[config.mk]
export PLATFORM = sky130hd
export DESIGN_NAME = sram_vga_scan
export DESIGN_NICKNAME = d
export VERILOG_FILES = /design/src/rtl/sram_vga_scan.sv
export SDC_FILE = /design/constraint.sdc
export NUM_CORES = 1
export LEC_CHECK = 0
export BUFFER_PORTS_ARGS = -buffer_cell sky130_fd_sc_hd__buf_2
export CAP_MARGIN = 20
export CORE_UTILIZATION = 24
export CTS_CLUSTER_DIAMETER = 120
export DETAILED_ROUTE_END_ITERATION = 10
export PLACE_DENSITY = 0.44
export SLEW_MARGIN = 30
export SYNTH_ARGS = -nofsm -noshare
export SYNTH_HDL_FRONTEND = slang
export SYNTH_SLANG_ARGS = --single-unit
export TNS_END_PERCENT = 50
[constraint.sdc]
create_clock -name clk -period 1.55 [get_ports clk]
set_input_delay 0.31 -clock clk [delete_from_list [all_inputs] [get_ports clk]]
set_output_delay 0.31 -clock clk [all_outputs]
set_load 0.005 [all_outputs]
[src/rtl/sram_vga_scan.sv]
// sram_vga_scan
//   Reads a finished SRAM framebuffer and scans it out as a VGA raster.
//   The block generates the raster counters and syncs. It drives SRAM read
//   addresses one clock ahead of the colour outputs. It turns the upper byte
//   of each SRAM word (the iteration value) into 8-bit R/G/B.
//
//   Pipeline: the counters are stage 0. The registered SRAM address is
//   stage 1. The registered colour, syncs and blank are stage 2.
//
//   Optional feature macro: SRAM_VGA_PALETTE_EN
//     defined   : stage 2 maps p through a palette (r=p, g=p<<1, b=~p), and p=8'hFF gives black
//     undefined : greyscale, r=g=b=p
//
// Ports
//   clk         pixel clock
//   rst         asynchronous active-high reset
//   scan_en     frame fill complete, scanning permitted (level)
//   sram_addr   SRAM word address (registered)
//   sram_dq     SRAM read data; only [15:8] is used
//   ce_n/ub_n/lb_n  tied low
//   oe_n        SRAM output enable, low while scanning
//   we_n        tied high, the block never writes
//   vga_r/g/b   pixel colour
//   hsync_n/vsync_n  active-low syncs
//   blank_n     low outside active video
//   frame_done  one-cycle pulse on the last counter position of a frame
//
// State | meaning
// IDLE  | counters parked at (0,0), SRAM output disabled, outputs at rest
// SCAN  | raster running; scan_en is only re-examined at frame end
module sram_vga_scan #(
  parameter int          H_ACTIVE  = 640,
  parameter int          H_FP      = 16,
  parameter int          H_SYNC    = 96,
  parameter int          H_BP      = 48,
  parameter int          V_ACTIVE  = 480,
  parameter int          V_FP      = 10,
  parameter int          V_SYNC    = 2,
  parameter int          V_BP      = 33,
  parameter logic [19:0] BASE_ADDR = 20'h00000
) (
  input  logic        clk,
  input  logic        rst,
  input  logic        scan_en,
  output logic [19:0] sram_addr,
  input  logic [15:0] sram_dq,
  output logic        ce_n,
  output logic        ub_n,
  output logic        lb_n,
  output logic        oe_n,
  output logic        we_n,
  output logic [7:0]  vga_r,
  output logic [7:0]  vga_g,
  output logic [7:0]  vga_b,
  output logic        hsync_n,
  output logic        vsync_n,
  output logic        blank_n,
  output logic        frame_done
);

  localparam int H_TOTAL = H_ACTIVE + H_FP + H_SYNC + H_BP;
  localparam int V_TOTAL = V_ACTIVE + V_FP + V_SYNC + V_BP;
  // The counters must cover the address slices {vcnt[8:0], hcnt[9:0]}.
  localparam int HW = ($clog2(H_TOTAL) > 10) ? $clog2(H_TOTAL) : 10;
  localparam int VW = ($clog2(V_TOTAL) > 9) ? $clog2(V_TOTAL) : 9;

  localparam logic [HW-1:0] H_LAST  = HW'(H_TOTAL - 1);
  localparam logic [VW-1:0] V_LAST  = VW'(V_TOTAL - 1);
  localparam logic [HW-1:0] H_ACT   = HW'(H_ACTIVE);
  localparam logic [VW-1:0] V_ACT   = VW'(V_ACTIVE);
  localparam logic [HW-1:0] HS_BEG  = HW'(H_ACTIVE + H_FP);
  localparam logic [HW-1:0] HS_END  = HW'(H_ACTIVE + H_FP + H_SYNC);
  localparam logic [VW-1:0] VS_BEG  = VW'(V_ACTIVE + V_FP);
  localparam logic [VW-1:0] VS_END  = VW'(V_ACTIVE + V_FP + V_SYNC);

  typedef enum logic {IDLE, SCAN} state_t;

  state_t        state;
  logic          run;      // stage 0 holds a valid raster position
  logic [HW-1:0] hcnt;
  logic [VW-1:0] vcnt;

  logic          h_last, v_last;
  logic          active0, hs0, vs0;
  logic [19:0]   pix_idx;

  assign h_last  = (hcnt == H_LAST);
  assign v_last  = (vcnt == V_LAST);
  assign active0 = run && (hcnt < H_ACT) && (vcnt < V_ACT);
  assign hs0     = run && (hcnt >= HS_BEG) && (hcnt < HS_END);
  assign vs0     = run && (vcnt >= VS_BEG) && (vcnt < VS_END);
  assign pix_idx = {1'b0, vcnt[8:0], hcnt[9:0]};

  assign frame_done = run && h_last && v_last;

  assign ce_n = 1'b0;
  assign ub_n = 1'b0;
  assign lb_n = 1'b0;
  assign we_n = 1'b1;

  // On the first SCAN cycle the counters are held at (0,0) and run is still
  // low. That makes (0,0) reach the VGA pins 3 clocks after scan_en is sampled.
  always_ff @(posedge clk or posedge rst) begin
    if (rst) begin
      state <= IDLE;
      run   <= 1'b0;
      hcnt  <= '0;
      vcnt  <= '0;
      oe_n  <= 1'b1;
    end else begin
      case (state)
        IDLE: begin
          if (scan_en) begin
            state <= SCAN;
            oe_n  <= 1'b0;
          end
        end
        SCAN: begin
          if (!run) begin
            run <= 1'b1;
          end else if (h_last) begin
            hcnt <= '0;
            if (v_last) begin
              vcnt <= '0;
              if (!scan_en) begin
                state <= IDLE;
                run   <= 1'b0;
                oe_n  <= 1'b1;
              end
            end else begin
              vcnt <= vcnt + 1'b1;
            end
          end else begin
            hcnt <= hcnt + 1'b1;
          end
        end
        default: begin
          state <= IDLE;
          run   <= 1'b0;
          oe_n  <= 1'b1;
        end
      endcase
    end
  end

  // Stage 1: address plus the timing flags that travel with it.
  logic s1_active, s1_hs, s1_vs;

  always_ff @(posedge clk or posedge rst) begin
    if (rst) begin
      sram_addr <= 20'h00000;
      s1_active <= 1'b0;
      s1_hs     <= 1'b0;
      s1_vs     <= 1'b0;
    end else begin
      if (!run)
        sram_addr <= 20'h00000;
      else if (active0)
        sram_addr <= BASE_ADDR + pix_idx;   // wraps modulo 2^20
      else
        sram_addr <= BASE_ADDR;
      s1_active <= active0;
      s1_hs     <= hs0;
      s1_vs     <= vs0;
    end
  end

  // Stage 2: the SRAM word was addressed during stage 1 and is captured here.
  logic [7:0] p;
  logic       unused_low;

  assign p          = sram_dq[15:8];
  assign unused_low = ^sram_dq[7:0];

  always_ff @(posedge clk or posedge rst) begin
    if (rst) begin
      vga_r   <= 8'h00;
      vga_g   <= 8'h00;
      vga_b   <= 8'h00;
      hsync_n <= 1'b1;
      vsync_n <= 1'b1;
      blank_n <= 1'b0;
    end else begin
      hsync_n <= ~s1_hs;
      vsync_n <= ~s1_vs;
      blank_n <= s1_active;
      if (!s1_active) begin
        vga_r <= 8'h00;
        vga_g <= 8'h00;
        vga_b <= 8'h00;
      end else begin
`ifdef SRAM_VGA_PALETTE_EN
        // An iteration count of 8'hFF means the point is in the set, so it is drawn black.
        if (p == 8'hFF) begin
          vga_r <= 8'h00;
          vga_g <= 8'h00;
          vga_b <= 8'h00;
        end else begin
          vga_r <= p;
          vga_g <= {p[6:0], 1'b0};
          vga_b <= ~p;
        end
`else
        vga_r <= p;
        vga_g <= p;
        vga_b <= p;
`endif
      end
    end
  end

endmodule

==> impl_metrics.toml <==
[setup_path]
path_max_fanout = 2
worstSetupPathType = "flip-flop to primary output"
r2r_slack_ns = -0.16
critPathBufInv = 2
cp-end-kind = "primary output"
arrival_ns = 1.56
cp_slowest_cell = "dfrtp_1"
path_depth = 6
timing.rr.end = "vcnt[2]$_DFFE_PP0P_"
crit_path_start = "vcnt[1]$_DFFE_PP0P_"
startpoint_type = "flip-flop"
crit_path_end = "frame_done"
r2r_cells = 7
crit_chain = "inv_2 -> ha_4 -> nor4bb_4 -> nand4_1 -> nor2_2 -> buf_2"
max_stage_delay_ns = 0.40
required_ns = 1.24
r2r-start = "hcnt[7]$_DFFE_PP0P_"
cp_top_family = "simple AND/OR/NAND/NOR gates"

[sta]
finalSetupTns_ns = -0.846
fin_ws_ns = -0.319
report.final.slew_viol_count = 0
setup_viol = 6
fin_crit_ns = 1.87
hold_viol = 0
skew_ns = 0.00768
hold_ws_ns = 0.0742
grt_setup_unrepaired = "true"
post-route-period-util = 1.21
max_freq_mhz = 535

[synthesis]
ys_warn_count = 0
async_flop_share = 1.00
synth-edff-count = 0
synth_cells = 224
synth_seq_area_share = 0.567
synth_area_leaders = "dfrtp_1 54%, buf_4 7.0%, and2_1 6.8%"
ys_ff_latch = 56
ys_types = 38
synth_common_cells = "53 x dfrtp_1, 27 x and2_1, 23 x buf_4"
ys.flop_type = "dfrtp_1"
syn_area_mm2 = 0.00248
synth_top_area_share = 0.535
syn-mean-instance-area_um2 = 11.1
yosysMostFrequentCell = "dfrtp_1"
synth_top_cell_by_area = "dfrtp_1"

[power]
p_leak_nw = 1.58
ir_worst_vdd_uv = 370
powerDensity_mw_per_mm2 = 718

[layout]
utilization = 0.340
seq_area_mm2 = 0.00141
num-nets-final = 333
n_antenna_cell = 0
final_cells = 444
drive_gt1_frac = 0.466
area_growth_syn_to_layout_pct = 35.8
fillers = 1017
multiInputGateArea_um2 = 985

[grt]
grt_pass1_wl_um = 8740
grt-ovfl-total = 0
grt_max_degree = 57
grt_usage = 0.101
antenna_found_initial = 0
first_global_vias = 1746

[worst_hold_path]
hold_path_class = "input pin to async pin"

[die]
die_h_um = 104
fp.dieArea_mm2 = 0.0107
initial_core_util = 0.250
rows = 36
fp.dieW_um = 104
ios = 72
core_area_mm2 = 0.00991

[outcome]
status = "finished, violations left"
violations = "setup timing"

[drt]
final_antenna_net_count = 0
routedWlPerCell_um = 11.8
post-route-drc-count = 0
vias = 1829
firstDrtPassIters = 4
drtIter0Drc = 69
viasPerCell = 4.12
wl_um = 5240

[clock_network]
cts_sinks = 56
htree_num_levels = 2
cts_root_buf = "clkbuf_8"
ctsHoldBuffers = 0
tritoncts = "yes"
clk_pin_slew_ns = 0.10
worstSkewPairLatency_ns = 0.31
cts_buffers = 5
cts_max_path_buffers = 2

[placement]
gp_congestion = 0.767
dp_hpwl_um = 3680
io_buffers = 58
dp.cells = 429

[flow_run]
drv_cap = 0
## per-stage QoR
stage                     total power (W)  setup slack [ns]  area (um2)
after floorplan                   0.00159           -0.0750        2490
after global placement            0.00161           -0.0998        3060
after detailed placement          0.00161            -0.131        3060
after CTS                         0.00246            -0.360        3230
after global routing              0.00253            -0.415        3370
final                             0.00242            -0.319        3370
## cell usage in the layout, fill, tap and decap left out, types with 4 or more instances in the layout
cell / count
a21oi_1: 4
and2_1: 27
buf_2: 58
buf_4: 39
buf_6: 6
clkbuf_8: 6
conb_1: 5
dfrtp_1: 52
inv_1: 8
nand2_1: 14
nand3_1: 4
nand4_1: 9
nor2_1: 6
o21ai_0: 6
o21ai_1: 4
xnor2_1: 7
## sequential cells by signal, summed over array words and instances, names as in the netlist
signal / flops
state: 1
blank_n: 1
vsync_n: 1
s1_vs: 1
oe_n: 1
s1_hs: 1
hsync_n: 1
vcnt: 10
run: 1
sram_addr: 19
hcnt: 10
s1_active: 1
vga_b: 8
## where the power goes
group	switching, W	leakage, nW	internal (W)
registers	0.00000620	0.707	0.00147
clock network	0.000475	0.0445	0.000365
logic	0.0000554	0.832	0.0000432
total	0.000537	1.58	0.00188
## layout make-up
type | count | area share
inverter | 11 | 0.0134
sequential | 56 | 0.418
clock inverter | 1 | 0.00223
tap | 133 | 0.0494
timing repair buffer | 104 | 0.199
multi-input combinational | 132 | 0.292
clock buffer | 7 | 0.0256
## layer usage
layer,share of wire,GRT usage,wire (um),up-vias
met2,0.47,0.163,2440,72
met3,0.067,0.0315,349,8
met4,0.019,0.0393,99,0
met1,0.45,0.127,2340,863
li1,-,-,-,886
met5,0,0,0,-
## tightest hold or removal path, stage by stage
cell,delay [ns]
buf_2,0.11
clkinvlp_4,0.07
buf_12,0.28
## how the worst min path moves through the flow
| stage | startpoint | slack (ns) | to |
|---|---|---|---|
| 2_1_floorplan | s1_hs$_DFF_PP0_ | 0.34 | hsync_n$_DFF_PP1_ |
| 3_3_place_gp | s1_hs$_DFF_PP0_ | 0.34 | hsync_n$_DFF_PP1_ |
| 3_5_place_dp | s1_vs$_DFF_PP0_ | 0.35 | vsync_n$_DFF_PP1_ |
| 4_1_cts | rst | 0.08 | vga_b[7]$_DFF_PP0_ |
| 5_1_grt | rst | 0.08 | vga_b[7]$_DFF_PP0_ |
| 6_report | rst | 0.07 | vga_b[7]$_DFF_PP0_ |
## kinds of logic after synthesis
| kind of cell | after synthesis | synth area share |
|---|---|---|
| xor+xnor | 10 | 0.0353 |
| buf+inv | 39 | 0.0974 |
| fa+ha+maj | 4 | 0.0202 |
| compound gates | 20 | 0.0434 |
| other cells | 2 | 0.00303 |
| simple gates | 92 | 0.230 |
| flops | 56 | 0.567 |
| mux | 1 | 0.00404 |
## repair_timing
action	in CTS	in global routing
setup buffers	4	6
pin swaps	7	12
gates cloned	0	0
setup endpoints to repair	9	29
gates resized for setup	18	25
Power figures use the tool's default switching activity.
